==> config.mk <==
export PLATFORM = sky130hd
export DESIGN_NAME = ir_regbank
export DESIGN_NICKNAME = d
export VERILOG_FILES = /design/src/rtl/ir_regbank_pkg.sv /design/src/rtl/ir_regbank_array.sv /design/src/rtl/ir_regbank.sv
export SDC_FILE = /design/constraint.sdc
export NUM_CORES = 1
export LEC_CHECK = 0
export ABC_AREA = 1
export BUFFER_PORTS_ARGS = -buffer_cell sky130_fd_sc_hd__buf_4
export CAP_MARGIN = 25
export CORE_UTILIZATION = 46
export CTS_BUF_LIST = sky130_fd_sc_hd__clkbuf_8
export CTS_CLUSTER_DIAMETER = 150
export DETAILED_ROUTE_END_ITERATION = 6
export PLACE_DENSITY_LB_ADDON = 0.3
export RECOVER_POWER = 50
export SLEW_MARGIN = 20
export SYNTH_ARGS = -nofsm -noshare
export SYNTH_HDL_FRONTEND = slang
export SYNTH_SLANG_ARGS = --single-unit
==> constraint.sdc <==
create_clock -name clk -period 2.5 [get_ports clk]
set_clock_uncertainty 0.15 [all_clocks]
set_input_delay 0.5 -clock clk [delete_from_list [all_inputs] [get_ports clk]]
set_output_delay 0.5 -clock clk [all_outputs]
set_load 0.02 [all_outputs]
==> src/rtl/ir_regbank_pkg.sv <==
// ----------------------------------------------------------------------------
// ir_regbank_pkg
// Shared definitions for the instruction register bank:
//   `DATA_WIDTH        default word width (16)
//   `IR_SLICE(idx, w)  part-select for slot idx of a packed per-port bus
//   ir_state_e         load/work state encoding (LINIT, LREAD_MEM, LWORK)
// No ports; imported by ir_regbank and ir_regbank_array.
// ----------------------------------------------------------------------------
`ifndef IR_REGBANK_DEFS
`define IR_REGBANK_DEFS
`define DATA_WIDTH 16
`define IR_SLICE(idx, w) ((idx)*(w)) +: (w)
`endif

package ir_regbank_pkg;

    typedef enum logic [1:0] {
        LINIT     = 2'd0,
        LREAD_MEM = 2'd1,
        LWORK     = 2'd2
    } ir_state_e;

    localparam int IR_DEF_DEPTH  = 16;
    localparam int IR_DEF_NUM_RD = 2;
    localparam int IR_MAX_NUM_RD = 4;

    // True when a load counter value addresses the final entry of the bank.
    function automatic logic ir_is_last(input int unsigned cnt, input int unsigned depth);
        return (cnt == depth - 1);
    endfunction

endpackage

==> src/rtl/ir_regbank_array.sv <==
// ----------------------------------------------------------------------------
// ir_regbank_array
// DEPTH x DATA_WIDTH storage with one synchronous write port and NUM_RD
// registered read ports. A read of the address being written in the same
// cycle returns the write data (write-first bypass).
// Ports:
//   clk, rst                 clock, async active-high reset (read regs only)
//   i_wr_en/i_wr_addr/i_wr_data   write port
//   i_rd_en[NUM_RD]          per-port read strobe
//   i_rd_addr                packed per-port read addresses
//   o_rd_data                packed per-port registered read data
//   o_rd_valid[NUM_RD]       per-port valid, one cycle after the strobe
// ----------------------------------------------------------------------------
`ifndef IR_REGBANK_DEFS
`define IR_REGBANK_DEFS
`define DATA_WIDTH 16
`define IR_SLICE(idx, w) ((idx)*(w)) +: (w)
`endif

module ir_regbank_array
    import ir_regbank_pkg::*;
#(
    parameter int DATA_WIDTH = `DATA_WIDTH,
    parameter int DEPTH      = IR_DEF_DEPTH,
    parameter int NUM_RD     = IR_DEF_NUM_RD,
    parameter int ADDR_WIDTH = $clog2(DEPTH)
) (
    input  logic                         clk,
    input  logic                         rst,
    input  logic                         i_wr_en,
    input  logic [ADDR_WIDTH-1:0]        i_wr_addr,
    input  logic [DATA_WIDTH-1:0]        i_wr_data,
    input  logic [NUM_RD-1:0]            i_rd_en,
    input  logic [NUM_RD*ADDR_WIDTH-1:0] i_rd_addr,
    output logic [NUM_RD*DATA_WIDTH-1:0] o_rd_data,
    output logic [NUM_RD-1:0]            o_rd_valid
);

    // Storage is deliberately not reset; it is always reloaded before use.
    logic [DATA_WIDTH-1:0] r_mem [DEPTH];

    always_ff @(posedge clk) begin
        if (i_wr_en) begin
            r_mem[i_wr_addr] <= i_wr_data;
        end
    end

    for (genvar p = 0; p < NUM_RD; p++) begin : g_rd
        logic [ADDR_WIDTH-1:0] w_addr;
        logic [DATA_WIDTH-1:0] w_data;
        logic [DATA_WIDTH-1:0] r_data;
        logic                  r_valid;

        assign w_addr = i_rd_addr[`IR_SLICE(p, ADDR_WIDTH)];

        // Write-first: same-cycle write to this address wins over the array.
        assign w_data = (i_wr_en && (i_wr_addr == w_addr)) ? i_wr_data : r_mem[w_addr];

        always_ff @(posedge clk or posedge rst) begin
            if (rst) begin
                r_data  <= '0;
                r_valid <= 1'b0;
            end else begin
                r_valid <= i_rd_en[p];
                if (i_rd_en[p]) begin
                    r_data <= w_data;
                end
            end
        end

        assign o_rd_data[`IR_SLICE(p, DATA_WIDTH)] = r_data;
        assign o_rd_valid[p]                       = r_valid;
    end

endmodule

==> src/rtl/ir_regbank.sv <==
// ----------------------------------------------------------------------------
// ir_regbank
// Instruction register bank. After reset (or an i_init_start pulse while
// working) it fetches every entry from instruction memory with a req/ack
// handshake, then serves NUM_RD registered read ports and one write port.
// Ports:
//   clk, rst                       clock, async active-high reset
//   i_regfile_en                   global enable for reads/writes in LWORK
//   i_init_start                   reload request (honoured only in LWORK)
//   o_mem_req/o_mem_addr           memory fetch request and word index
//   i_mem_ack/i_mem_data           fetched word strobe and data
//   i_wr_en/i_wr_addr/i_wr_data    write port
//   i_rd_en/i_rd_addr              per-port read strobes, packed addresses
//   o_rd_data/o_rd_valid           per-port registered read data and valid
//   o_init_done                    contents loaded, bank in LWORK
// ----------------------------------------------------------------------------
`ifndef IR_REGBANK_DEFS
`define IR_REGBANK_DEFS
`define DATA_WIDTH 16
`define IR_SLICE(idx, w) ((idx)*(w)) +: (w)
`endif

module ir_regbank
    import ir_regbank_pkg::*;
#(
    parameter int DATA_WIDTH = `DATA_WIDTH,
    parameter int DEPTH      = IR_DEF_DEPTH,
    parameter int ADDR_WIDTH = $clog2(DEPTH),
    parameter int NUM_RD     = IR_DEF_NUM_RD
) (
    input  logic                         clk,
    input  logic                         rst,
    input  logic                         i_regfile_en,
    input  logic                         i_init_start,
    output logic                         o_mem_req,
    output logic [ADDR_WIDTH-1:0]        o_mem_addr,
    input  logic                         i_mem_ack,
    input  logic [DATA_WIDTH-1:0]        i_mem_data,
    input  logic                         i_wr_en,
    input  logic [ADDR_WIDTH-1:0]        i_wr_addr,
    input  logic [DATA_WIDTH-1:0]        i_wr_data,
    input  logic [NUM_RD-1:0]            i_rd_en,
    input  logic [NUM_RD*ADDR_WIDTH-1:0] i_rd_addr,
    output logic [NUM_RD*DATA_WIDTH-1:0] o_rd_data,
    output logic [NUM_RD-1:0]            o_rd_valid,
    output logic                         o_init_done
);

    ir_state_e             r_state;
    ir_state_e             w_state_nxt;
    logic [ADDR_WIDTH-1:0] r_cnt;
    logic [ADDR_WIDTH-1:0] w_cnt_nxt;
    logic                  w_cnt_last;
    logic                  r_mem_req;
    logic                  r_init_done;
    logic                  w_mem_req_nxt;
    logic                  w_init_done_nxt;

    logic                  w_ack_fire;
    logic                  w_work_en;
    logic                  w_arr_we;
    logic [ADDR_WIDTH-1:0] w_arr_waddr;
    logic [DATA_WIDTH-1:0] w_arr_wdata;
    logic [NUM_RD-1:0]     w_arr_rd_en;

    assign w_cnt_last = ir_is_last(32'(r_cnt), DEPTH);

    // State and load counter register.
    always_ff @(posedge clk or posedge rst) begin
        if (rst) begin
            r_state <= LINIT;
            r_cnt   <= '0;
        end else begin
            r_state <= w_state_nxt;
            r_cnt   <= w_cnt_nxt;
        end
    end

    // Next-state logic. The counter stops at DEPTH-1 and only returns to 0
    // through LINIT (or on the reload request that leads there).
    always_comb begin
        w_state_nxt = r_state;
        w_cnt_nxt   = r_cnt;
        case (r_state)
            LINIT: begin
                w_cnt_nxt   = '0;
                w_state_nxt = LREAD_MEM;
            end
            LREAD_MEM: begin
                if (i_mem_ack) begin
                    if (w_cnt_last) begin
                        w_state_nxt = LWORK;
                    end else begin
                        w_cnt_nxt = r_cnt + 1'b1;
                    end
                end
            end
            LWORK: begin
                if (i_init_start) begin
                    w_state_nxt = LINIT;
                    w_cnt_nxt   = '0;
                end
            end
            default: begin
                w_state_nxt = LINIT;
                w_cnt_nxt   = '0;
            end
        endcase
    end

    // Output decode from the next state so the flags register in step with it.
    always_comb begin
        w_mem_req_nxt   = (w_state_nxt == LREAD_MEM);
        w_init_done_nxt = (w_state_nxt == LWORK);
    end

    always_ff @(posedge clk or posedge rst) begin
        if (rst) begin
            r_mem_req   <= 1'b0;
            r_init_done <= 1'b0;
        end else begin
            r_mem_req   <= w_mem_req_nxt;
            r_init_done <= w_init_done_nxt;
        end
    end

    assign o_mem_req   = r_mem_req;
    assign o_mem_addr  = r_cnt;
    assign o_init_done = r_init_done;

    // The array has a single write port shared by the loader and the user;
    // the two are never active in the same state.
    assign w_ack_fire  = (r_state == LREAD_MEM) && i_mem_ack;
    assign w_work_en   = (r_state == LWORK) && i_regfile_en;
    assign w_arr_we    = w_ack_fire || (w_work_en && i_wr_en);
    assign w_arr_waddr = w_ack_fire ? r_cnt : i_wr_addr;
    assign w_arr_wdata = w_ack_fire ? i_mem_data : i_wr_data;
    assign w_arr_rd_en = i_rd_en & {NUM_RD{w_work_en}};

    ir_regbank_array #(
        .DATA_WIDTH (DATA_WIDTH),
        .DEPTH      (DEPTH),
        .NUM_RD     (NUM_RD),
        .ADDR_WIDTH (ADDR_WIDTH)
    ) u_array (
        .clk        (clk),
        .rst        (rst),
        .i_wr_en    (w_arr_we),
        .i_wr_addr  (w_arr_waddr),
        .i_wr_data  (w_arr_wdata),
        .i_rd_en    (w_arr_rd_en),
        .i_rd_addr  (i_rd_addr),
        .o_rd_data  (o_rd_data),
        .o_rd_valid (o_rd_valid)
    );

endmodule

Word-level counts from Yosys, hierarchy flattened. Memories as Yosys holds them, arrays and structs flattened. A register that Yosys moved wholly into a read port is not among the register bits. Cells that the tools add are included.

Register bits: 10. Bits in writable memories: 256. Memories: 1.

Memories: u_array.r_mem (words 16, bits a word 16, rd ports 2, clocked after Yosys merged registers in 2, wr ports 1, RTL line ir_regbank_array.sv:40) `logic [DATA_WIDTH-1:0] r_mem [DEPTH];`.

$add $sub $neg: 1. Eq/ne operators: 8. Mux-type cells: 12. Bitwise operators: 1. Reduce and logical (&&, ||, !) cells: 6.

Operators with widths (number): 2-to-1 mux 16 bit (1); 2-to-1 mux 4 bit (4); one-hot mux 4 bit (2 select lines) (1); 2-to-1 mux 2 bit (3); != test 2 bit, second input constant (3); one-hot mux 2 bit (3 select lines) (1); adder 4 x 1 -> 4 bit, second input constant (1); == test 2 x 1 -> 1 bit, second input constant (2); == test 2 bit, second input constant (2); == test 4 bit, second input constant (1); logical AND 1 bit (3); AND reduction 3 bit (1); AND 2 bit (1); zero test 2 bit (1); 2-to-1 mux 1 bit (2); logical OR 1 bit (1).

Logic depth before layout (Yosys ltp).
Depth in word-level cells: 6. Mapped depth: 13. Mapped depth without buffers: 11.

Modules after synthesis. From an unflattened synthesis, not the netlist that was laid out.

Cells, all modules: 2000. Area total of the unflattened synthesis: 16114.2 sq um.

By module, submodules not included: ir_regbank_array (instances 1, cells an instance 1877, area an instance 15364.7 sq um); ir_regbank (instances 1, cells an instance 123, area an instance 749.5 sq um).

Least setup slack after synthesis. Ideal clock, no wire load.

Path kind: input to register. Start: input port i_mem_ack. End: memory u_array.r_mem[12][0] (netlist bit) (enable). Arrival: 1.850 ns. Required time: 1.962 ns. Slack: 0.111 ns. Stages on the path: 4. Path buffers: 0. Cell sequence: nand3_2 o21ai_0 nand3_1 nor2_1.

Longest elaborated chain between the ends: 4.

RTL lines: start, declared (RTL line ir_regbank.sv:37) `input logic i_mem_ack,`; logical AND 1 bit (*) (RTL line ir_regbank.sv:133) `assign w_ack_fire = (r_state == LREAD_MEM) && i_mem_ack;`; logical OR 1 bit (RTL line ir_regbank.sv:135) `assign w_arr_we = w_ack_fire || (w_work_en && i_wr_en);`; 2-to-1 mux 1 bit (RTL line ir_regbank_array.sv:43) `if (i_wr_en) begin`; 2-to-1 mux 1 bit (implied by the code) (RTL line ir_regbank_array.sv:44) `r_mem[i_wr_addr] <= i_wr_data;`; end, declared (RTL line ir_regbank_array.sv:40).

Every way passes the cells marked *; elsewhere a longest branch is shown, timed or not.

Final worst setup path.
Start: input port i_mem_ack. End: memory u_array.r_mem[4][15] (netlist bit), data pin.

Longest elaborated chain between the ends: 2.

RTL lines: logical AND 1 bit (RTL line ir_regbank.sv:133); 2-to-1 mux 16 bit (RTL line ir_regbank.sv:137) `assign w_arr_wdata = w_ack_fire ? i_mem_data : i_wr_data;`; net u_array.i_wr_data[15] (RTL line ir_regbank_array.sv:32) `input logic [DATA_WIDTH-1:0] i_wr_data,`.

The timed path passes the listed nets, and every way through them passes these cells.

==> impl_metrics.py <==
metrics = {
    "floorplan": {
        "die_w_um": 187,
        "die_area_mm2": 0.0349,
        "ios": 92,
        "core_area_mm2": 0.0336,
        "start_util_pct": 46.8,
        "num_rows": 67,
        "die_h_um": 187,
    },
    "critical_path": {
        "start_kind": "input pin",
        "cpMostUsedCell": "clkbuf_2",
        "worstPathCellList": "dlygate4sd3_1 -> buf_4 -> nand2_1 -> nor2_1 -> clkbuf_2 -> or2_2 -> o21ai_0 -> inv_1 -> clkbuf_2",
        "crit_type": "in -> reg",
        "path_max_fanout": 16,
        "path_buf_inv": 5,
        "cpLargestDelayFamily": "buffers and inverters",
        "crit_path_end_kind": "flip-flop",
        "required_ns": 2.58,
        "critPathMaxStageDelay_ns": 0.54,
        "slowest_stage": "dlygate4sd3_1",
        "cp.arrival_ns": 2.50,
    },
    "clock_network": {
        "cts_root_buf": "clkbuf_8",
        "cts_tree": "built",
        "cts_sinks": 298,
        "htreeDepth": 2,
        "clkTransAtPathRegs_ns": 0.05,
        "cts.path.max_buffers": 3,
        "clk_latency_ns": 0.62,
        "cts_inserted_buffers": 49,
        "cts_resized": 0,
    },
    "route": {
        "vias": 13664,
        "drc": 0,
        "drtPass1Iterations": 5,
        "drt_iter0_drc": 1602,
        "drt_wl_total_um": 49200,
        "drtAntennaViolNets": 0,
        "viasPerCell": 5.64,
        "wl_per_cell_um": 20.3,
    },
    "layout": {
        "n_antenna_cell": 0,
        "drive_gt1_share_pct": 13.4,
        "fin_nets": 1987,
        "instances_no_fill": 2421,
        "syn2layout_area_growth_pct": 15.5,
    },
    "sta": {
        "worstMarginPinSlew_ns": 1.06,
        "setup-tns-final_ns": 0,
        "min_period_over_period_pct": 96.9,
        "fin_crit_ns": 2.42,
        "fin_ws_ns": 0.0764,
        "hold_violations": 0,
        "timing.slew.headroom_pct": 29.6,
        "clock.fmax_ghz": 0.413,
        "rsz0062_at_grt": "no",
        "maxSlewViolCount": 0,
        "finalSetupViolations": 0,
    },
    "worst_hold_path": {
        "hp-class": "in -> reg",
    },
    "synthesis": {
        "netlist_instances": 1820,
        "yosysSeqAreaShare_pct": 55.6,
        "syn-mean-instance-area_um2": 8.64,
        "netlist-cell-type-count": 27,
        "ys_seq_elements": 298,
        "synth.area.top_cells": "edfxtp_1 (49%), nand2_1 (15%), nand3_1 (9.5%), o211ai_1 (7.6%), dfrtp_1 (6.7%)",
        "synth_enable_flop_cells": 256,
        "synth_nets": 1873,
        "synth_top_cell_by_area": "edfxtp_1",
        "yosysWarnings": 0,
        "synth_area_mm2": 0.0157,
        "synth-main-ff-cell": "edfxtp_1",
        "async_reset_ff_share_pct": 14.1,
        "synth_top_area_share_pct": 48.9,
    },
    "global_route": {
        "grt_use_met2_pct": 45.4,
        "grt_pass1_wl_um": 75000,
        "met1_usage_pct": 36.7,
        "grt.busiest_layer": "met2",
        "grt_antenna_before_repair": 0,
        "grt_max_degree": 79,
        "globalRouteTotalUtil_pct": 27.9,
        "grt_overflow": 0,
        "met3_usage_pct": 5.44,
        "grt_pass1_vias": 13125,
    },
    "power": {
        "p_leak_uw": 0.00788,
        "p_per_area_mw_per_mm2": 678,
        "ir_drop_v": 0.000319,
    },
    "place": {
        "port-buffer-count": 91,
        "dp.cells": 2329,
        "dp_hpwl_um": 32200,
        "place_congestion": 0.914,
        "dp_slack_ns": 0.101,
    },
    "status": {
        "status": "finished clean",
    },
    "job": {
        "maxCapViolCount": 0,
    },
}
final cells by class:
class                           count  area [µm²]
Fill cell                        2996       15400
Sequential cell                   298        8740
Multi-Input combinational cell   1194        5700
Timing Repair Buffer              183        1540
Inverter                          208         781
Clock buffer                       49         674
Tap cell                          448         561
Clock inverter                     41         173
cells in the mapped netlist (2+ instances only):
library cell	instances
buf_1	13
o211ai_1	160
clkbuf_1	63
inv_1	200
a31oi_1	3
nand2_2	3
buf_4	8
nor2_4	4
nand3_1	298
or2_2	34
inv_2	4
nand2_4	2
buf_2	34
nand3_2	3
edfxtp_1	256
nand2_1	627
a21oi_1	2
dfrtp_1	42
nor2_1	31
o21ai_0	22
buf_6	2
clkinv_1	4
kinds of logic (layout without fill, tap and decap cells):
group	Yosys count	after routing	synth area share, %
compound gates	187	187	8.52
flops	298	298	55.6
fa+ha+maj	1	1	0.0795
buf+inv	328	481	8.39
simple gates	1006	1006	27.4
through the flow:
stage          hold slack [ns]  utilization, %  power (µW)  cell area, µm²
2_1_floorplan            0.365               -        7540           15700
3_3_place_gp             0.316            52.0        8580           17500
3_5_place_dp             0.318            52.0        8630           17500
4_1_cts                 0.0848            54.6       12400           18400
5_1_grt                  0.125            54.1       12800           18200
6_report                 0.127            54.1       12300           18200
per-layer routing:
layer  up-vias  wire length [µm]  share of wire [%]
li1       6349                 -                  -
met3       128              4880                9.9
met5         -                 0                  0
met1      6442             19800                 40
met2       745             22800                 46
met4         0              1670                3.4
what timing repair did:
| action | 4_1_cts | 5_1_grt |
|---|---|---|
| hold buffers | 2 | 0 |
| endpoints found under the hold margin | 44 | 0 |
| buffers inserted | 0 | 0 |
flip-flops by register name, indices dropped and copies added (netlist names):
signal / flops
u_array.g_rd.r_valid: 2
o_mem_addr: 4
o_mem_req: 1
r_state: 2
u_array.g_rd.r_data: 32
u_array.r_mem: 256
o_init_done: 1
worst register-to-register path, cell delays in order, from the launching register on:
cell     delay (ns)
dfrtp_1        0.46
inv_2          0.09
nand3_2        0.08
o21ai_0        0.46
nand3_1        0.34
nor2_2         0.26
buf_12         0.19
worst paths after layout:
check | from | endpoint | slack, ns | cells after the start
min in group asynchronous | rst | u_array.g_rd[1].r_data[1]$_DFFE_PP0P_ | 0.66 | 4
hold reg to reg | u_array.g_rd[1].r_data[14]$_DFFE_PP0P_ | u_array.g_rd[1].r_data[14]$_DFFE_PP0P_ | 0.33 | 2
max in group asynchronous | rst | u_array.g_rd[1].r_valid$_DFF_PP0_ | 0.89 | 4
setup reg to reg | r_state[1]$_DFF_PP0_ | u_array.r_mem[13][10]$_DFFE_PP_ | 0.16 | 6
setup / recovery | i_mem_ack | u_array.r_mem[4][15]$_DFFE_PP_ | 0.08 | 9
hold / removal | i_init_start | r_state[1]$_DFF_PP0_ | 0.13 | 3
placed cells by master (no fill, tap or decap), types with 4 or more instances in the layout:
cell type	n
buf_12	27
buf_4	95
clkbuf_1	40
clkbuf_2	12
clkbuf_8	49
clkinv_1	21
clkinv_2	4
dfrtp_1	42
edfxtp_1	256
inv_1	216
inv_2	5
nand2_1	627
nand2_2	4
nand3_1	298
nor2_1	15
nor2_2	16
nor2_4	4
o211ai_1	160
o21ai_0	22
or2_2	34
where the power goes:
group / internal [µW] / leakage, µW / switching, µW / total, µW
registers: 5870 / 0.00286 / 131 / 6000
clock network: 1830 / 0.000494 / 1980 / 3810
logic: 747 / 0.00453 / 1760 / 2510
total: 8450 / 0.00788 / 3870 / 12300
Power figures use the tool's default switching activity.
